--- src/rtl/mips_hazard_pkg.sv ---
// Shared types and helpers for the MIPS hazard/forwarding control slice.
package mips_hazard_pkg;

    localparam logic [1:0] FWD_RF  = 2'b00;
    localparam logic [1:0] FWD_WB  = 2'b01;
    localparam logic [1:0] FWD_MEM = 2'b10;

    // Register-address width carried in the stage shadows; REG_AW must not exceed it.
    localparam int STG_AW = 5;
    localparam logic [STG_AW-1:0] REG_ZERO = '0;

    typedef struct packed {
        logic              regwrite;
        logic              memtoreg;
        logic [STG_AW-1:0] writereg;
    } stage_info_t;

    // EX operand select: MEM result beats WB result, $0 is never forwarded.
    function automatic logic [1:0] fwd_sel(input logic [STG_AW-1:0] src,
                                           input stage_info_t m, input stage_info_t w);
        if (src != REG_ZERO && m.regwrite && m.writereg == src) return FWD_MEM;
        if (src != REG_ZERO && w.regwrite && w.writereg == src) return FWD_WB;
        return FWD_RF;
    endfunction

    function automatic logic src_hit(input logic use_rs, input logic [STG_AW-1:0] rs,
                                     input logic use_rt, input logic [STG_AW-1:0] rt,
                                     input logic [STG_AW-1:0] wr);
        return (wr != REG_ZERO) && ((use_rs && rs == wr) || (use_rt && rt == wr));
    endfunction

endpackage

--- src/rtl/hazard_stage_reg.sv ---
// Resettable shadow register for one pipeline stage's destination info; bubble loads zero.
module hazard_stage_reg
    import mips_hazard_pkg::*;
(
    input  logic        clk,
    input  logic        rst_n,
    input  logic        bubble,
    input  stage_info_t d,
    output stage_info_t q
);

    always_ff @(posedge clk or negedge rst_n) begin
        if (!rst_n)      q <= '0;
        else if (bubble) q <= '0;
        else             q <= d;
    end

endmodule

--- src/rtl/hazard_forward_ctrl.sv ---
// Hazard unit: EX/ID forwarding selects, load-use and branch stalls, saturating stall counter.
module hazard_forward_ctrl
    import mips_hazard_pkg::*;
#(
    parameter int REG_AW = 5,
    parameter int CNT_W  = 32
) (
    input  logic              clk,
    input  logic              rst_n,
    input  logic [REG_AW-1:0] rs_d,
    input  logic [REG_AW-1:0] rt_d,
    input  logic              use_rs_d,
    input  logic              use_rt_d,
    input  logic              regwrite_d,
    input  logic              memtoreg_d,
    input  logic [REG_AW-1:0] writereg_d,
    input  logic              branch_d,
    output logic [1:0]        forward_a_e,
    output logic [1:0]        forward_b_e,
    output logic              forward_a_d,
    output logic              forward_b_d,
    output logic              stall_f,
    output logic              stall_d,
    output logic              flush_e,
    output logic [CNT_W-1:0]  stall_count
);

    logic [STG_AW-1:0] rs_w, rt_w, rs_e, rt_e;
    stage_info_t       info_d, e_q, m_q, w_q;
    logic              stall, lwstall, brstall;

    assign rs_w   = STG_AW'(rs_d);
    assign rt_w   = STG_AW'(rt_d);
    assign info_d = '{regwrite: regwrite_d, memtoreg: memtoreg_d, writereg: STG_AW'(writereg_d)};

    hazard_stage_reg u_stg_e (.clk(clk), .rst_n(rst_n), .bubble(stall), .d(info_d), .q(e_q));
    hazard_stage_reg u_stg_m (.clk(clk), .rst_n(rst_n), .bubble(1'b0),  .d(e_q),    .q(m_q));
    hazard_stage_reg u_stg_w (.clk(clk), .rst_n(rst_n), .bubble(1'b0),  .d(m_q),    .q(w_q));

    // Unused source fields are zeroed so they can never match a writer.
    always_ff @(posedge clk or negedge rst_n) begin
        if (!rst_n) begin
            rs_e <= REG_ZERO;
            rt_e <= REG_ZERO;
        end else if (stall) begin
            rs_e <= REG_ZERO;
            rt_e <= REG_ZERO;
        end else begin
            rs_e <= use_rs_d ? rs_w : REG_ZERO;
            rt_e <= use_rt_d ? rt_w : REG_ZERO;
        end
    end

    assign lwstall = e_q.memtoreg && src_hit(use_rs_d, rs_w, use_rt_d, rt_w, e_q.writereg);
    assign brstall = branch_d &&
                     ((e_q.regwrite && src_hit(use_rs_d, rs_w, use_rt_d, rt_w, e_q.writereg)) ||
                      (m_q.memtoreg && src_hit(use_rs_d, rs_w, use_rt_d, rt_w, m_q.writereg)));
    assign stall   = lwstall | brstall;

    assign stall_f = stall;
    assign stall_d = stall;
    assign flush_e = stall;

    assign forward_a_e = fwd_sel(rs_e, m_q, w_q);
    assign forward_b_e = fwd_sel(rt_e, m_q, w_q);

    // Register file is write-first, so ID only needs the MEM path.
    assign forward_a_d = (rs_w != REG_ZERO) && m_q.regwrite && (m_q.writereg == rs_w);
    assign forward_b_d = (rt_w != REG_ZERO) && m_q.regwrite && (m_q.writereg == rt_w);

    always_ff @(posedge clk or negedge rst_n) begin
        if (!rst_n)                          stall_count <= '0;
        else if (stall && stall_count != '1) stall_count <= stall_count + 1'b1;
    end

endmodule

--- config.mk ---
export PLATFORM = sky130hd
export DESIGN_NAME = hazard_forward_ctrl
export DESIGN_NICKNAME = d
export VERILOG_FILES = /design/src/rtl/mips_hazard_pkg.sv /design/src/rtl/hazard_stage_reg.sv /design/src/rtl/hazard_forward_ctrl.sv
export SDC_FILE = /design/constraint.sdc
export NUM_CORES = 1
export LEC_CHECK = 0
export ABC_AREA = 1
export BUFFER_PORTS_ARGS = -buffer_cell sky130_fd_sc_hd__buf_2
export CAP_MARGIN = 20
export CELL_PAD_IN_SITES_DETAIL_PLACEMENT = 1
export CELL_PAD_IN_SITES_GLOBAL_PLACEMENT = 1
export CORE_MARGIN = 3
export CORE_UTILIZATION = 44
export DETAILED_ROUTE_END_ITERATION = 16
export HOLD_SLACK_MARGIN = 0.1
export PLACE_DENSITY = 0.95
export SLEW_MARGIN = 10
export SYNTH_ARGS = -nofsm -noshare
export SYNTH_HDL_FRONTEND = slang
export SYNTH_HIERARCHICAL = 1
export SYNTH_SLANG_ARGS = --single-unit
--- constraint.sdc ---
create_clock -name clk -period 2.8 [get_ports clk]
set_input_delay 0.28 -clock clk [delete_from_list [all_inputs] [get_ports clk]]
set_output_delay 0.28 -clock clk [all_outputs]
set_load 0.01 [all_outputs]
==> impl_metrics.json <==
{
  "status": "completed",
  "comb_power_share_pct": 13.3,
  "die_w_um": 99.8,
  "p_sw_w": 0.000657,
  "instances_no_fill": 737,
  "mostFrequentLayoutCells": "nand2_1 (171), nor2_1 (73), inv_1 (66)",
  "crit_arrival_ns": 2.20,
  "clk_latency_ns": 0.35,
  "met2_usage_pct": 43.8,
  "leakagePower_nw": 2.43,
  "setup_violations": 0,
  "nets": 650,
  "drv_slew": 0,
  "ff_latch_area_sq_mm": 0.00155,
  "rows": 33,
  "critPathLaunchType": "flop",
  "clk_pin_slew_worst_paths_ns": 0.08,
  "root_buffer": "clkbuf_8",
  "power_density_mw_per_mm2": 505,
  "routabilityCongestion": 0.936,
  "crit_required_ns": 2.52,
  "placed_cells_incl_taps": 721,
  "die_y_um": 99.8,
  "drv_cap": 0,
  "finalCritPeriodShare_pct": 88.6,
  "drtIter0Drc": 309,
  "grt_max_degree": 63,
  "min_period_ns": 2.48,
  "grt-ovfl-total": 0,
  "vias": 3989,
  "cp-end-kind": "primary output",
  "wl_per_cell_um": 17.3,
  "io_buffers": 62,
  "postCtsResizedCells": 0,
  "setup-tns-final_ns": 0,
  "cts_hold_buf": 0,
  "cts_buffer_depth": 2,
  "cts_tree": "yes",
  "fin_skew_ns": 0.0101,
  "antenna_found_initial": 0,
  "crit_type": "reg -> out",
  "worst_r2r_path_depth": 9,
  "wl_mm": 12.8,
  "grt_pass1_vias": 4218,
  "setup_ws_ns": 0.318,
  "fp.dieArea_sq_mm": 0.00997,
  "clockPowerShare_pct": 42.9,
  "cts.sinks": 62,
  "p_sw_share_pct": 28.6,
  "io-pin-count": 63,
  "avgSynthCellArea_sq_um": 7.02,
  "seq_power_share_pct": 43.8,
  "num-fill-cells": 1141,
  "core_area_sq_mm": 0.00838,
  "rr_startpoint": "stall_count[0]$_DFFE_PN0P_",
  "finalHoldViolCount": 0,
  "reg2reg_to": "stall_count[13]$_DFFE_PN0P_",
  "max-slew-margin-rel_pct": 45.6,
  "yosys_warnings": 6,
  "syn_to_final_growth_pct": 17.3,
  "dp_hpwl_mm": 9.14,
  "hold_ws_ns": 0.0927,
  "grtUsageMet1_pct": 35.8,
  "cts_max_level": 3,
  "post_cts_buffers": 0,
  "min_path_type": "in -> async",
  "numCtsBuffers": 9,
  "first_pass_iters": 4,
  "place_ws_ns": 0.490,
  "tightest_slew_ns": 0.816,
  "grt_pass1_wl_mm": 20.9,
  "multi_input_area_sq_mm": 0.00201,
  "intPower_w": 0.00164,
  "layout_commonest_cell": "nand2_1",
  "busiest_layer": "met2",
  "crit_fanout": 15,
  "netlist_area_sq_mm": 0.00387,
  "fmax_ghz": 0.403,
  "route.detailed.drc": 0,
  "drive_above_1_share_pct": 15.0,
  "initial_utilization_pct": 46.2,
  "ant_nets": 0,
  "track_usage_pct": 26.7,
  "r2r_slack_ns": 0.39,
  "grtUsageMet3_pct": 4.24,
  "vias_per_cell": 5.41,
  "rsz0062_at_grt": "false",
  "synthCells": 552,
  "finalPower_w": 0.00230,
  "peakVddDrop_mv": 0.281,
  "antenna_cells": 0
}
final cells by class:
type / instances / area share (%)
Inverter: 68 / 5.62
Multi-Input combinational cell: 419 / 44.3
Timing Repair Buffer: 67 / 7.65
Clock inverter: 7 / 2.67
Tap cell: 105 / 2.89
Sequential cell: 62 / 34.1
Clock buffer: 9 / 2.73
per-layer routing:
layer  share of wire, %  vias up
met5                  0        -
met4                1.5        0
met3                5.9       21
met2                 49      128
met1                 44     1971
li1                   -     1869
worst max-delay path by stage:
stage | from | endpoint | slack (ns) | cells after the start
after CTS | u_stg_m/q[1]$_DFF_PN0_ | stall_d | 0.34 | 10
after floorplan | u_stg_m/q[0]$_DFF_PN0_ | stall_d | 0.97 | 9
final | u_stg_m/q[0]$_DFF_PN0_ | stall_d | 0.32 | 10
after global placement | stall_count[0]$_DFFE_PN0P_ | stall_count[25]$_DFFE_PN0P_ | 0.64 | 9
after detailed placement | stall_count[0]$_DFFE_PN0P_ | stall_count[4]$_DFFE_PN0P_ | 0.49 | 9
after global routing | u_stg_m/q[1]$_DFF_PN0_ | stall_d | 0.16 | 10
through the flow:
step / cell area (sq um) / utilization (%)
after floorplan: 3920 / -
after global placement: 4300 / 51.3
after detailed placement: 4300 / 51.3
after CTS: 4550 / 54.2
after global routing: 4550 / 54.2
final: 4550 / 54.2
worst max-delay path, cell delays in order (launching register included):
cell and delay, ns:
dfrtp_1 0.53, inv_1 0.11, nand2_1 0.08, nand2_1 0.07, nor2_1 0.17, nand4_1 0.10, nand2_1 0.08, nand2_1 0.06
nand2_2 0.29, buf_4 0.23, buf_2 0.14
state kept, by name (all words and copies together), names as in the netlist:
name / count
u_stg_w/q: 6
rs_e: 5
u_stg_m/q: 7
rt_e: 5
stall_count: 32
u_stg_e/q: 7
power by group through the flow:
stage | registers (W) | clock network (W) | logic (W)
after global routing | 0.00102 | 0.00104 | 0.000344
after detailed placement | 0.00102 | 0 | 0.000301
after CTS | 0.00101 | 0.000997 | 0.000308
after global placement | 0.00102 | 0 | 0.000286
after floorplan | 0.00101 | 0 | 0.000187
final | 0.00101 | 0.000985 | 0.000305
Power figures use the tool's default switching activity.
